--- config.mk ---
export PLATFORM = sky130hd
export DESIGN_NAME = wbuf_load_ctrl
export DESIGN_NICKNAME = d
export VERILOG_FILES = /design/src/rtl/tpu_pkg.sv /design/src/rtl/wbuf_load_ctrl_onehot_dec.sv /design/src/rtl/wbuf_load_ctrl.sv
export SDC_FILE = /design/constraint.sdc
export NUM_CORES = 1
export LEC_CHECK = 0
export CAP_MARGIN = 20
export CORE_MARGIN = 5
export CORE_UTILIZATION = 40
export CTS_CLUSTER_SIZE = 8
export DETAILED_ROUTE_END_ITERATION = 7
export GPL_ROUTABILITY_DRIVEN = 1
export PLACE_DENSITY = 0.73
export RECOVER_POWER = 100
export SLEW_MARGIN = 20
export SYNTH_ARGS = -nofsm -noshare
export SYNTH_HDL_FRONTEND = slang
export SYNTH_SLANG_ARGS = --single-unit
--- constraint.sdc ---
create_clock -name clk -period 3.8 [get_ports clk]
set_clock_uncertainty 0.15 [all_clocks]
set_input_delay 0.38 -clock clk [delete_from_list [all_inputs] [get_ports clk]]
set_output_delay 0.38 -clock clk [all_outputs]
set_load 0.02 [all_outputs]
--- src/rtl/tpu_pkg.sv ---
// Shared definitions for the TPU datapath control blocks.
//   TPU_DATA_WIDTH : default width of one weight word
//   wbuf_state_e   : weight-buffer load controller state encoding
package tpu_pkg;

    localparam int TPU_DATA_WIDTH = 16;

    typedef enum logic [1:0] {
        ST_IDLE    = 2'd0,
        ST_LOAD    = 2'd1,
        ST_COMPUTE = 2'd2,
        ST_DONE    = 2'd3
    } wbuf_state_e;

endpackage

--- src/rtl/wbuf_load_ctrl_onehot_dec.sv ---
// Binary index to one-hot decoder with a fire gate.
//   idx    : binary row index
//   fire   : when low, the output is all zeros
//   onehot : ROWS-bit one-hot of idx (or zero)
module onehot_dec #(
    parameter int ROWS  = 4,
    parameter int IDX_W = 2
) (
    input  logic [IDX_W-1:0] idx,
    input  logic             fire,
    output logic [ROWS-1:0]  onehot
);

    always_comb begin
        onehot = '0;
        for (int unsigned i = 0; i < ROWS; i++) begin
            onehot[i] = fire && (idx == IDX_W'(i));
        end
    end

endmodule

--- src/rtl/wbuf_load_ctrl.sv ---
// Weight-buffer load controller: steers a valid/ready word stream into
// ROWS enable-gated DFF rows, then runs a compute window of comp_len cycles
// and pulses done.
//   clk, rst  : clock, synchronous active-high reset
//   start     : begin a job (sampled in IDLE only); comp_len latched with it
//   abort     : return to IDLE from any busy state, no done pulse
//   in_valid/in_data/in_ready : upstream weight stream
//   row_en    : one-hot DFF enables, asserted only on a transfer
//   row_d     : data bus to every DFF d input
//   comp_en   : array compute enable
//   busy      : not IDLE
//   done      : one-cycle end-of-job pulse
module wbuf_load_ctrl
    import tpu_pkg::*;
#(
    parameter int DATA_WIDTH = TPU_DATA_WIDTH,
    parameter int ROWS       = 4,
    parameter int CNT_WIDTH  = 8
) (
    input  logic                  clk,
    input  logic                  rst,
    input  logic                  start,
    input  logic [CNT_WIDTH-1:0]  comp_len,
    input  logic                  abort,
    input  logic                  in_valid,
    input  logic [DATA_WIDTH-1:0] in_data,
    output logic                  in_ready,
    output logic [ROWS-1:0]       row_en,
    output logic [DATA_WIDTH-1:0] row_d,
    output logic                  comp_en,
    output logic                  busy,
    output logic                  done
);

    localparam int PTR_W = (ROWS > 1) ? $clog2(ROWS) : 1;
    localparam logic [PTR_W-1:0] LAST_ROW = PTR_W'(ROWS - 1);

    wbuf_state_e          state_q, state_d;
    logic [PTR_W-1:0]     ptr_q, ptr_d;
    logic [CNT_WIDTH-1:0] cnt_q, cnt_d;
    logic [CNT_WIDTH-1:0] len_q, len_d;
    logic                 fire;

    always_ff @(posedge clk) begin
        if (rst) begin
            state_q <= ST_IDLE;
            ptr_q   <= '0;
            cnt_q   <= '0;
            len_q   <= '0;
        end else begin
            state_q <= state_d;
            ptr_q   <= ptr_d;
            cnt_q   <= cnt_d;
            len_q   <= len_d;
        end
    end

    always_comb begin
        state_d  = state_q;
        ptr_d    = ptr_q;
        cnt_d    = cnt_q;
        len_d    = len_q;
        in_ready = 1'b0;
        comp_en  = 1'b0;
        done     = 1'b0;

        case (state_q)
            ST_IDLE: begin
                if (start) begin
                    len_d   = comp_len;
                    ptr_d   = '0;
                    cnt_d   = '0;
                    state_d = ST_LOAD;
                end
            end
            ST_LOAD: begin
                in_ready = 1'b1;
                if (in_valid) begin
                    if (ptr_q == LAST_ROW) begin
                        ptr_d   = '0;
                        cnt_d   = '0;
                        state_d = (len_q == '0) ? ST_DONE : ST_COMPUTE;
                    end else begin
                        ptr_d = ptr_q + 1'b1;
                    end
                end
            end
            ST_COMPUTE: begin
                comp_en = 1'b1;
                if (cnt_q == len_q - 1'b1) begin
                    cnt_d   = '0;
                    state_d = ST_DONE;
                end else begin
                    cnt_d = cnt_q + 1'b1;
                end
            end
            ST_DONE: begin
                done    = 1'b1;
                state_d = ST_IDLE;
            end
            default: state_d = ST_IDLE;
        endcase

        // in_ready is dropped with the enables on abort so the upstream
        // never sees a handshake that did not write a row.
        if (abort && state_q != ST_IDLE) begin
            state_d  = ST_IDLE;
            ptr_d    = '0;
            cnt_d    = '0;
            in_ready = 1'b0;
            comp_en  = 1'b0;
            done     = 1'b0;
        end
    end

    assign fire  = in_valid & in_ready;
    assign busy  = (state_q != ST_IDLE);
    assign row_d = in_data;

    onehot_dec #(
        .ROWS  (ROWS),
        .IDX_W (PTR_W)
    ) u_row_dec (
        .idx    (ptr_q),
        .fire   (fire),
        .onehot (row_en)
    );

endmodule

==> results.toml <==
[setup_path]
start_kind = "flip-flop"
crit_path_max_incr_delay_ps = 710
crit_type = "flip-flop to flip-flop"
path_max_fanout = 8
cp_slowest_cell = "o21ai_0"
arrival_ps = 2960
path_cells = "or4_1, or4b_1, a21oi_1, nor3_1, o21ai_0, o22ai_1"
worstSetupEndpointType = "flip-flop"
cp.required_ps = 3760

[floorplanning]
start_util_pct = 41.6
io_pins = 53
die_h_um = 72.2
rows = 22
dieArea_um2 = 5210
die_w_um = 72.2
fp.coreArea_um2 = 3720

[clock_tree]
tritoncts = "built"
cts_root_buf = "clkbuf_8"
cts_num_sinks = 20
post_cts_buffers = 0
cts_hold_buffers = 0
htree_levels = 1
clk_pin_slew_ps = 80
cts_resized = 0
clk_latency_ps = 260
cts_buffers = 3
clk_path_buf_depth = 2

[cells_and_area]
n_fill_cell = 375
diodes = 0
fin_nets = 244
drive_gt1_share_pct = 3.94
regArea_um2 = 400
syn2layout_area_growth_pct = 11.5
fin_cells = 251
multi_input_area_um2 = 947
final_area_um2 = 1720

[synth]
synthCells = 203
synthDistinctLibCells = 36
yosysTopAreaCell = "dfxtp_1"
yosysTopAreaCellShare_pct = 25.9
ys_ff_latch = 20
synth.area.top_cells = "dfxtp_1, ha_1, buf_4, nand2_1, xnor2_1"
synth_fp_nets = 243
syn_area_um2 = 1550
yosys_warnings = 0
yosysSeqAreaShare_pct = 25.9
avgSynthCellArea_um2 = 7.62

[sta]
min_period_ps = 3000
relSlewSlack_pct = 38.4
setup_viol = 0
drv_slew = 0
setup_ws_ps = 800
fin_tns_setup_ps = 0
period_share_pct = 79.0
rsz0062_at_grt = "false"
clock.fmax_ghz = 0.333
tightest_slew_ps = 915
hold_viol_final = 0

[placement]
port_buffers = 20
place_ws_ps = 1130
placedCellCount = 247
place.gp.congestion = 0.801
place_area_um2 = 1660
dp_hpwl_um = 2390

[pwr]
leakagePower_nw = 0.665
powerDensity_nw_per_um2 = 513
peakVddDrop_v = 0.000242

[drt]
vias_per_cell = 5.17
avgRoutedWirePerCell_um = 13.0
ant_nets = 0
routed_wl_um = 3260
vias = 1298
firstDrtPassIters = 4
drc = 0
drt_iter0_markers = 31

[grt]
overflow = 0
grt_usage_pct = 13.4
grt_max_degree = 17
antenna_found_initial = 0
grt_first_pass_wirelength_um = 5660
grt_pass1_vias = 1256

[flow_run]
cap_viol_max_count = 0

[hold_path]
hold_class = "flip-flop to flip-flop"

[status]
status = "finished, final reports clean"
[routing by layer]
| layer | GRT usage (%) | vias to the layer above | share of wire (%) |
|---|---|---|---|
| li1 | - | 680 | - |
| met5 | 0 | - | 0 |
| met3 | 2.35 | 9 | 4.8 |
| met1 | 16.8 | 580 | 45 |
| met2 | 21.7 | 29 | 47 |
| met4 | 7.10 | 0 | 2.8 |
[state kept, by name (all words and copies together), names as in the netlist]
signal   count
cnt_q        8
state_q      2
len_q        8
ptr_q        2
[layout by cell type (no fill, tap or decap), types with 5 or more instances in the layout]
master / Yosys / final
a21oi_1: 18 / 18
and2_1: 8 / 7
clkdlybuf4s50_1: 0 / 12
dfxtp_1: 20 / 20
dlygate4sd3_1: 0 / 8
ha_1: 11 / 11
inv_1: 8 / 8
nand2_1: 28 / 28
nand3_1: 13 / 13
nand4_1: 5 / 5
nor2_1: 7 / 7
nor3_1: 6 / 6
o21ai_0: 4 / 5
xnor2_1: 12 / 12
[Yosys cell counts, drive strengths merged]
cell type	count
nand3b	3
mux2i	3
nor2	7
xnor2	12
ha	11
and4	1
xor2	3
nand3	13
a21oi	18
dfxtp	20
o22ai	3
or4b	1
and2	8
a311oi	1
a21o	1
nand2	28
inv	8
nand4b	1
o221ai	1
or3	2
o31ai	3
clkbuf	10
a21boi	2
or4	1
or3b	1
o21ai	5
nor3	6
and3	3
nand4	5
nand2b	2
buf	16
o211ai	1
nor2b	2
o21a	1
[cells by family after synthesis]
| kind of cell | share of synthesized area (%) |
|---|---|
| AOI/OAI and AO/OA | 14.3 |
| xor gates and xnor gates | 8.50 |
| adders and majority gates | 8.90 |
| buffers and inverters | 12.1 |
| DFF | 25.9 |
| muxes | 1.94 |
| and+or+nand+nor | 28.3 |
[critical path, delay by kind of cell (launching register included)]
kind / cells / cell delay [ps]
AO/OA/AOI/OAI: 3 / 1070
flip-flops: 1 / 360
AND/OR/NAND/NOR: 3 / 1260
[path summary, 6_finish.rpt]
path	end	slack, ps	startpoint	cells past startpoint
max	cnt_q[1]	800	len_q[0]	6
min	len_q[1]	360	len_q[1]	2
max reg2reg	cnt_q[1]	800	len_q[0]	6
min reg2reg	len_q[1]	360	len_q[1]	2
[report_power, final]
part | internal, mW | switching [mW]
registers | 0.234 | 0.0363
logic | 0.168 | 0.232
clock network | 0.141 | 0.0745
[per-stage QoR]
stage / hold WS (ps) / total power, mW / utilization [%]
finish: 355 / 0.884 / 46.4
global route: 388 / 0.953 / 46.4
CTS: 365 / 0.905 / 46.7
detailed placement: 354 / 0.688 / 44.8
global placement: 350 / 0.681 / 44.8
floorplan: 313 / 0.593 / -
[cell type report]
| cell class | count | share of cell area [%] |
|---|---|---|
| flip-flops and latches | 20 | 23.2 |
| well taps | 48 | 3.48 |
| multi-input cells | 149 | 54.9 |
| clock inverters | 1 | 1.74 |
| inverters | 8 | 1.74 |
| clock buffers | 3 | 2.39 |
| repair buffers | 22 | 12.5 |
(Power assumes the default switching activity.)
